===== src/rtl/muldiv_pkg.sv =====
// Shared types for the iterative multiply/divide unit: operation codes and FSM states.
package muldiv_pkg;

   typedef enum logic [2:0] {
      MULT  = 3'd0,
      MULTU = 3'd1,
      DIV   = 3'd2,
      DIVU  = 3'd3,
      MTHI  = 3'd4,
      MTLO  = 3'd5
   } md_op_t;

   typedef enum logic [1:0] {
      IDLE = 2'd0,
      CALC = 2'd1,
      FIX  = 2'd2
   } md_state_t;

   function automatic logic is_muldiv(input md_op_t op);
      return (op == MULT) || (op == MULTU) || (op == DIV) || (op == DIVU);
   endfunction

endpackage


===== src/rtl/b_muldiv.sv =====
// Iterative radix-2 multiply / restoring divide with architectural HI/LO registers,
// busy interlock and flush cancellation for the EX stage.
module b_muldiv
   import muldiv_pkg::*;
#(
   parameter int unsigned WIDTH = 32
) (
   input  logic             i_sys_clock,
   input  logic             i_sys_reset_n,
   input  logic             i_b_muldiv_start,
   input  logic [2:0]       i_b_muldiv_op,
   input  logic [WIDTH-1:0] i_b_muldiv_a,
   input  logic [WIDTH-1:0] i_b_muldiv_b,
   input  logic             i_b_muldiv_cancel,
   output logic             o_b_muldiv_busy,
   output logic             o_b_muldiv_done,
   output logic [WIDTH-1:0] o_b_muldiv_hi,
   output logic [WIDTH-1:0] o_b_muldiv_lo
);

   localparam int unsigned CW = $clog2(WIDTH + 1);
   localparam int unsigned W2 = 2 * WIDTH;

   md_state_t        r_state, w_state_nxt;
   logic [CW-1:0]    r_cnt;
   logic [WIDTH-1:0] r_a, r_b;
   logic [W2-1:0]    r_acc;
   logic             r_div, r_neg_q, r_neg_r;
   logic [WIDTH-1:0] r_hi, r_lo;
   logic             r_busy, r_done;

   md_op_t           w_op;
   logic             w_signed, w_idle_req, w_accept, w_mthi, w_mtlo;
   logic             w_last, w_iter, w_fix_write;
   logic             w_neg_a, w_neg_b;
   logic [WIDTH-1:0] w_abs_a, w_abs_b;

   // Request decode: only IDLE without a flush accepts anything
   assign w_op       = md_op_t'(i_b_muldiv_op);
   assign w_signed   = (w_op == MULT) || (w_op == DIV);
   assign w_idle_req = (r_state == IDLE) && i_b_muldiv_start && !i_b_muldiv_cancel;
   assign w_accept   = w_idle_req && is_muldiv(w_op);
   assign w_mthi     = w_idle_req && (w_op == MTHI);
   assign w_mtlo     = w_idle_req && (w_op == MTLO);
   assign w_last     = (r_cnt == CW'(WIDTH - 1));
   assign w_iter     = (r_state == CALC) && !i_b_muldiv_cancel;
   assign w_fix_write = (r_state == FIX) && !i_b_muldiv_cancel;

   assign w_neg_a = w_signed && i_b_muldiv_a[WIDTH-1];
   assign w_neg_b = w_signed && i_b_muldiv_b[WIDTH-1];
   assign w_abs_a = w_neg_a ? (~i_b_muldiv_a + WIDTH'(1)) : i_b_muldiv_a;
   assign w_abs_b = w_neg_b ? (~i_b_muldiv_b + WIDTH'(1)) : i_b_muldiv_b;

   // Multiply step: add multiplicand into the upper half, shift the whole accumulator right
   logic [WIDTH:0]   w_sum;
   logic [W2-1:0]    w_mul_nxt;
   assign w_sum     = {1'b0, r_acc[W2-1:WIDTH]} + (r_b[0] ? {1'b0, r_a} : '0);
   assign w_mul_nxt = {w_sum, r_acc[WIDTH-1:1]};

   // Restoring divide step: remainder in the upper half, quotient bits enter the lower half
   logic [WIDTH:0]   w_rem_sh, w_rem_sub;
   logic             w_ge;
   logic [WIDTH-1:0] w_rem_nxt;
   logic [W2-1:0]    w_div_nxt;
   assign w_rem_sh  = {r_acc[W2-1:WIDTH], r_a[WIDTH-1]};
   assign w_ge      = (w_rem_sh >= {1'b0, r_b});
   assign w_rem_sub = w_rem_sh - {1'b0, r_b};
   assign w_rem_nxt = WIDTH'(w_ge ? w_rem_sub : w_rem_sh);
   assign w_div_nxt = {w_rem_nxt, r_acc[WIDTH-2:0], w_ge};

   // Sign fix-up of the magnitude results
   logic [W2-1:0]    w_prod;
   logic [WIDTH-1:0] w_quo, w_rem;
   assign w_prod = r_neg_q ? (~r_acc + W2'(1)) : r_acc;
   assign w_quo  = r_neg_q ? (~r_acc[WIDTH-1:0] + WIDTH'(1)) : r_acc[WIDTH-1:0];
   assign w_rem  = r_neg_r ? (~r_acc[W2-1:WIDTH] + WIDTH'(1)) : r_acc[W2-1:WIDTH];

   always_comb begin
      w_state_nxt = r_state;
      case (r_state)
         IDLE:    if (w_accept) w_state_nxt = CALC;
         CALC:    if (i_b_muldiv_cancel) w_state_nxt = IDLE;
                  else if (w_last)       w_state_nxt = FIX;
         FIX:     w_state_nxt = IDLE;
         default: w_state_nxt = IDLE;
      endcase
   end

   always_ff @(posedge i_sys_clock or negedge i_sys_reset_n) begin
      if (!i_sys_reset_n) begin
         r_state <= IDLE;
         r_cnt   <= '0;
         r_a     <= '0;
         r_b     <= '0;
         r_acc   <= '0;
         r_div   <= 1'b0;
         r_neg_q <= 1'b0;
         r_neg_r <= 1'b0;
         r_hi    <= '0;
         r_lo    <= '0;
         r_busy  <= 1'b0;
         r_done  <= 1'b0;
      end else begin
         r_state <= w_state_nxt;
         r_busy  <= (w_state_nxt != IDLE);
         r_done  <= w_fix_write;
         if (w_accept) begin
            r_a     <= w_abs_a;
            r_b     <= w_abs_b;
            r_acc   <= '0;
            r_cnt   <= '0;
            r_div   <= (w_op == DIV) || (w_op == DIVU);
            // Divide by zero keeps the all-ones quotient unsigned
            r_neg_q <= (w_neg_a ^ w_neg_b) &&
                       !(((w_op == DIV) || (w_op == DIVU)) && (i_b_muldiv_b == '0));
            r_neg_r <= w_neg_a;
         end
         if (w_iter) begin
            r_cnt <= r_cnt + CW'(1);
            if (r_div) begin
               r_acc <= w_div_nxt;
               r_a   <= {r_a[WIDTH-2:0], 1'b0};
            end else begin
               r_acc <= w_mul_nxt;
               r_b   <= {1'b0, r_b[WIDTH-1:1]};
            end
         end
         if (w_fix_write) begin
            if (r_div) begin
               r_hi <= w_rem;
               r_lo <= w_quo;
            end else begin
               r_hi <= w_prod[W2-1:WIDTH];
               r_lo <= w_prod[WIDTH-1:0];
            end
         end
         if (w_mthi) r_hi <= i_b_muldiv_a;
         if (w_mtlo) r_lo <= i_b_muldiv_a;
      end
   end

   assign o_b_muldiv_busy = r_busy;
   assign o_b_muldiv_done = r_done;
   assign o_b_muldiv_hi   = r_hi;
   assign o_b_muldiv_lo   = r_lo;

endmodule


===== config.mk =====
export PLATFORM = sky130hd
export DESIGN_NAME = b_muldiv
export DESIGN_NICKNAME = d
export VERILOG_FILES = /design/src/rtl/muldiv_pkg.sv /design/src/rtl/b_muldiv.sv
export SDC_FILE = /design/constraint.sdc
export NUM_CORES = 1
export LEC_CHECK = 0
export CAP_MARGIN = 10
export CELL_PAD_IN_SITES_DETAIL_PLACEMENT = 2
export CELL_PAD_IN_SITES_GLOBAL_PLACEMENT = 2
export CORE_ASPECT_RATIO = 1.2
export CORE_MARGIN = 2
export CORE_UTILIZATION = 39
export CTS_BUF_LIST = sky130_fd_sc_hd__clkbuf_4
export CTS_CLUSTER_DIAMETER = 40
export DETAILED_ROUTE_END_ITERATION = 8
export PLACE_DENSITY = 0.88
export REMOVE_ABC_BUFFERS = 1
export SLEW_MARGIN = 20
export SYNTH_ARGS = -nofsm -noshare
export SYNTH_HDL_FRONTEND = slang
export SYNTH_SLANG_ARGS = --single-unit
export TNS_END_PERCENT = 50

===== constraint.sdc =====
create_clock -name i_sys_clock -period 9.7 [get_ports i_sys_clock]
set_clock_uncertainty 0.1 [all_clocks]
set_input_delay 1.94 -clock i_sys_clock [delete_from_list [all_inputs] [get_ports i_sys_clock]]
set_output_delay 1.94 -clock i_sys_clock [all_outputs]
set_load 0.02 [all_outputs]

# == Word level (Yosys, flattened, before mapping) ==
# Index checks and enable logic that the tools add are counted.
# Widths: inputs -> output; s select.
# word_totals
out_inout_bits,66
reg_bits,205
# classes
eq_ne,8
reduce_logical,25
magnitude_cmp,1
mux,28
n_bitwise,6
addsub,8
# ops
cell,n
$mux 32,18
$mux 64,4
$add 32x1->32 const B,4
$not 32->32,4
$add 64x1->64 const B,1
$not 64->64,1
$add 32x32->33,1
$ge 33x32->1,1
$logic_not 32->1,1
$sub 32x32->32,1
$mux 6,2
$logic_and 1x1->1,11
$reduce_bool 2->1,4
$add 6x1->6 const B,1
$eq 3x2->1 const B,2
$eq 3x3->1 const B,2
$eq 6x5->1 const B,1
$mux 2,3
$logic_or 1x1->1,5
$pmux 2 s2,1
$eq 3x1->1 const B,1
$logic_not 3->1,1
$eq 2x1->1 const B,1
$eq 2x2->1 const B,1
3 further kinds,4

# == Longest topological paths before layout ==
# logic_depth
depth_word,8
depth_mapped,15

# == Least setup slack after synthesis ==
# No wires, ideal clock.
# synth_path
path_kind,input to register
start,input i_b_muldiv_b[9]
end,register r_b[30]
slack_ns,5.017
arrival_time_ns,4.452
path_buffers,0
required_ns,9.469
path_stages,10
cell_sequence,or3_1 or3_1 nor4_1 nand2_1 or4_1 nor4_1 a21oi_1 xor2_1 nor2_1 o22ai_1
# synth_via
elab_chain_cells,6
# synth_rtl
element,line,source
start: declaration,b_muldiv.sv:13,"input logic [WIDTH-1:0] i_b_muldiv_b,"
$not 32->32 (*),b_muldiv.sv:52,assign w_abs_b = w_neg_b ? (~i_b_muldiv_b + WIDTH'(1)) : i_b_muldiv_b;
$add 32x1->32 (*),b_muldiv.sv:52,
$mux 32 (*),b_muldiv.sv:52,
$mux 32 (*),b_muldiv.sv:107,if (w_accept) begin
$mux 32,b_muldiv.sv:120,if (r_div) begin
$mux 32 (*),b_muldiv.sv:118,if (w_iter) begin
end signal: assignment,b_muldiv.sv:109,r_b <= w_abs_b;
end signal: assignment,b_muldiv.sv:125,"r_b <= {1'b0, r_b[WIDTH-1:1]};"
end: declaration,b_muldiv.sv:26,"logic [WIDTH-1:0] r_a, r_b;"
# Mark *: on every way between the ends. The rest lies on a longest branch, timed or not.
# A chain may end at the register's enable or synchronous reset.

# == Worst setup path after layout ==
# layout_path
start,input i_b_muldiv_a[2]
end,register r_a[29]
# layout_via
elab_chain_cells,6
# layout_rtl
element,line,source
start: declaration,b_muldiv.sv:12,"input logic [WIDTH-1:0] i_b_muldiv_a,"
$not 32->32 (*),b_muldiv.sv:51,assign w_abs_a = w_neg_a ? (~i_b_muldiv_a + WIDTH'(1)) : i_b_muldiv_a;
$add 32x1->32 (*),b_muldiv.sv:51,
$mux 32 (*),b_muldiv.sv:51,
$mux 32 (*),b_muldiv.sv:107,
$mux 32,b_muldiv.sv:120,
$mux 32 (*),b_muldiv.sv:118,
end signal: assignment,b_muldiv.sv:108,r_a <= w_abs_a;
end signal: assignment,b_muldiv.sv:122,"r_a <= {r_a[WIDTH-2:0], 1'b0};"
end: declaration,b_muldiv.sv:26,
# Marks and branches as above.

==> results.py <==
metrics = {
    "outcome": {
        "status": "completed",
    },
    "route": {
        "first_pass_iters": 5,
        "ant_nets": 0,
        "vias_per_cell": 5.95,
        "drc_errors": 0,
        "wire_per_inst_um": 23.4,
        "dr.first_iter.drc_count": 632,
        "vias": 15300,
        "wl_mm": 60.3,
    },
    "die": {
        "die_y_um": 223,
        "start_util_pct": 39.3,
        "die-area_um2": 41500,
        "die_w_um": 186,
        "row_count": 80,
        "core_um2": 39500,
        "ios": 137,
    },
    "critical_path": {
        "cp-end-kind": "flop",
        "rr_worst_depth": 10,
        "critical_path_class": "in -> reg",
        "required_ns": 10.21,
        "r2r_start": "r_acc[5]",
        "r2r_slack_ns": 4.95,
        "start_kind": "primary input",
        "crit_fanout": 7,
        "cp.arrival_ns": 5.62,
        "r2r_end": "o_b_muldiv_hi[28]",
    },
    "clocking": {
        "post_cts_buffers": 0,
        "htreeDepth": 2,
        "cts_num_sinks": 205,
        "ctsLongestPathBuffers": 3,
        "clock_latency_ns": 0.78,
        "clk_pin_slew_ns": 0.07,
        "post_cts_resized": 0,
        "ctsHoldBuffers": 0,
        "cts_buffers": 56,
        "cts_tree": "built",
        "cts_root_buffer": "clkbuf_4",
    },
    "global_route": {
        "grt.total_usage_pct": 29.5,
        "gr-total-overflow": 0,
        "antenna_found_initial": 1,
        "grt_max_degree": 80,
        "grt_pass1_vias": 17200,
        "grt_pass1_wl_mm": 96.7,
    },
    "sta": {
        "rsz0062_at_grt": "no",
        "timing.final.crit_period_ns": 5.12,
        "period_share_pct": 52.8,
        "worstMarginPinSlew_ns": 1.20,
        "max_freq_ghz": 0.195,
        "tns_ns": 0,
        "hold_viol": 0,
        "finalMaxSlewViolations": 0,
        "hold_ws_ns": 0.400,
        "slew_headroom_pct": 19.3,
        "fin_ws_ns": 4.58,
        "setup_viol": 0,
    },
    "power_and_ir_drop": {
        "p_leak_uw": 0.00753,
        "ir_drop_mv": 0.0838,
        "powerDensity_nw_per_um2": 259,
    },
    "place": {
        "gp_congestion": 0.899,
        "hpwlAfterDp_mm": 44.0,
        "port_buffers": 136,
        "dp.cells": 2472,
        "place_ws_ns": 3.79,
        "place_area_um2": 17300,
    },
    "yosys": {
        "syn-instance-count": 1900,
        "netlist_area_um2": 15600,
        "ys.flop_type": "dfrtp_1",
        "synth.distinct_cells": 77,
        "ys_async_sr_fraction_pct": 100,
        "synth-edff-count": 0,
        "ys_warn_count": 0,
        "ys_seq_area_share_pct": 33.0,
        "syn_area_per_cell_um2": 8.18,
        "ys_seq_elements": 205,
    },
    "final_layout": {
        "fin_area_um2": 18000,
        "drive_above_1_share_pct": 7.16,
        "final_cell_mix": "o21ai_0, dfrtp_1, nand2_1, a21oi_1, clkdlybuf4s50_1",
        "final_cells": 2574,
        "final_common_cell": "o21ai_0",
        "area_delta_synth_final_pct": 15.9,
        "nets": 2140,
    },
    "worst_hold_path": {
        "hp-class": "reg -> reg",
        "whs_path_depth": 2,
        "hold_path.startpoint": "o_b_muldiv_lo[0]",
        "worstHoldEndpoint": "o_b_muldiv_lo[0]",
    },
    "job": {
        "max_cap_violations": 0,
    },
}
[where the power goes]
part | switching [uW] | internal [uW]
Combinational | 1520 | 989
Sequential | 323 | 1050
Clock | 404 | 376
Total | 2240 | 2420
[routing by layer]
metal,up-vias,global-route usage (%),wire (um)
li1,7146,-,-
met1,7682,35.8,25200
met2,345,51.6,30100
met3,150,3.80,2020
met4,0,13.4,2840
met5,-,0,0
[critical path, cell delays in order]
cell	delay, ns
clkdlybuf4s50_1	0.53
or3_1	0.45
or4_1	0.54
nor4_1	0.60
nand2_1	0.16
or4_1	0.54
o41ai_1	0.36
xor2_1	0.21
nor2_1	0.06
a21oi_1	0.14
o21ai_0	0.10
[how the worst max path moves through the flow]
| stage | from | to | cells after the start |
|---|---|---|---|
| 2_1_floorplan | i_b_muldiv_cancel | r_acc[60] | 5 |
| 3_3_place_gp | i_b_muldiv_b[8] | r_b[28] | 11 |
| 3_5_place_dp | i_b_muldiv_b[8] | r_b[26] | 11 |
| 4_1_cts | i_b_muldiv_b[8] | r_b[26] | 11 |
| 5_1_grt | i_b_muldiv_b[8] | r_b[28] | 11 |
| 6_report | i_b_muldiv_a[2] | r_a[29] | 11 |
[kinds of logic (layout without fill, tap and decap cells)]
family / count (synthesis) / in the layout / synth area share [%]
fa+ha+maj: 72 / 72 / 5.89
mux: 63 / 63 / 4.09
flops: 205 / 205 / 33.0
other cells: 0 / 1 / 0
buf+inv: 186 / 326 / 4.59
simple gates: 550 / 550 / 17.4
xor+xnor: 157 / 157 / 8.84
compound gates: 667 / 667 / 26.2
[metrics by stage]
stage / utilization [%] / total power [uW]
after floorplan: - / 2950
after global placement: 43.8 / 3720
after detailed placement: 43.8 / 3850
after CTS: 45.6 / 4680
after global routing: 45.6 / 5010
final: 45.6 / 4660
[cell type report]
cell class              instances  area [um2]
repair buffers                156        1520
well taps                     533         667
clock inverters                22        93.8
clock buffers                  79         593
multi-input cells            1509        9760
fillers                      4444       21500
inverters                      69         259
diodes                          1        2.50
flip-flops and latches        205        5130
[sequential cells by signal, indices dropped and copies added, names as in the netlist]
name             flops
r_acc               64
o_b_muldiv_hi       32
o_b_muldiv_lo       32
r_a                 32
r_b                 32
r_cnt                6
r_state              2
o_b_muldiv_busy      1
o_b_muldiv_done      1
r_div                1
r_neg_q              1
r_neg_r              1
[Yosys cell counts, drive strengths merged, types with 37 or more instances]
master | number | area [um2]
o21ai | 268 | 1340
dfrtp | 205 | 5130
nand2 | 158 | 593
a21oi | 146 | 738
nor2 | 125 | 477
clkbuf | 100 | 375
xor2 | 85 | 744
xnor2 | 72 | 631
ha | 70 | 876
inv | 68 | 255
a22oi | 67 | 503
nand3 | 66 | 330
mux2i | 59 | 591
and2 | 37 | 233
Power figures use the tool's default switching activity.
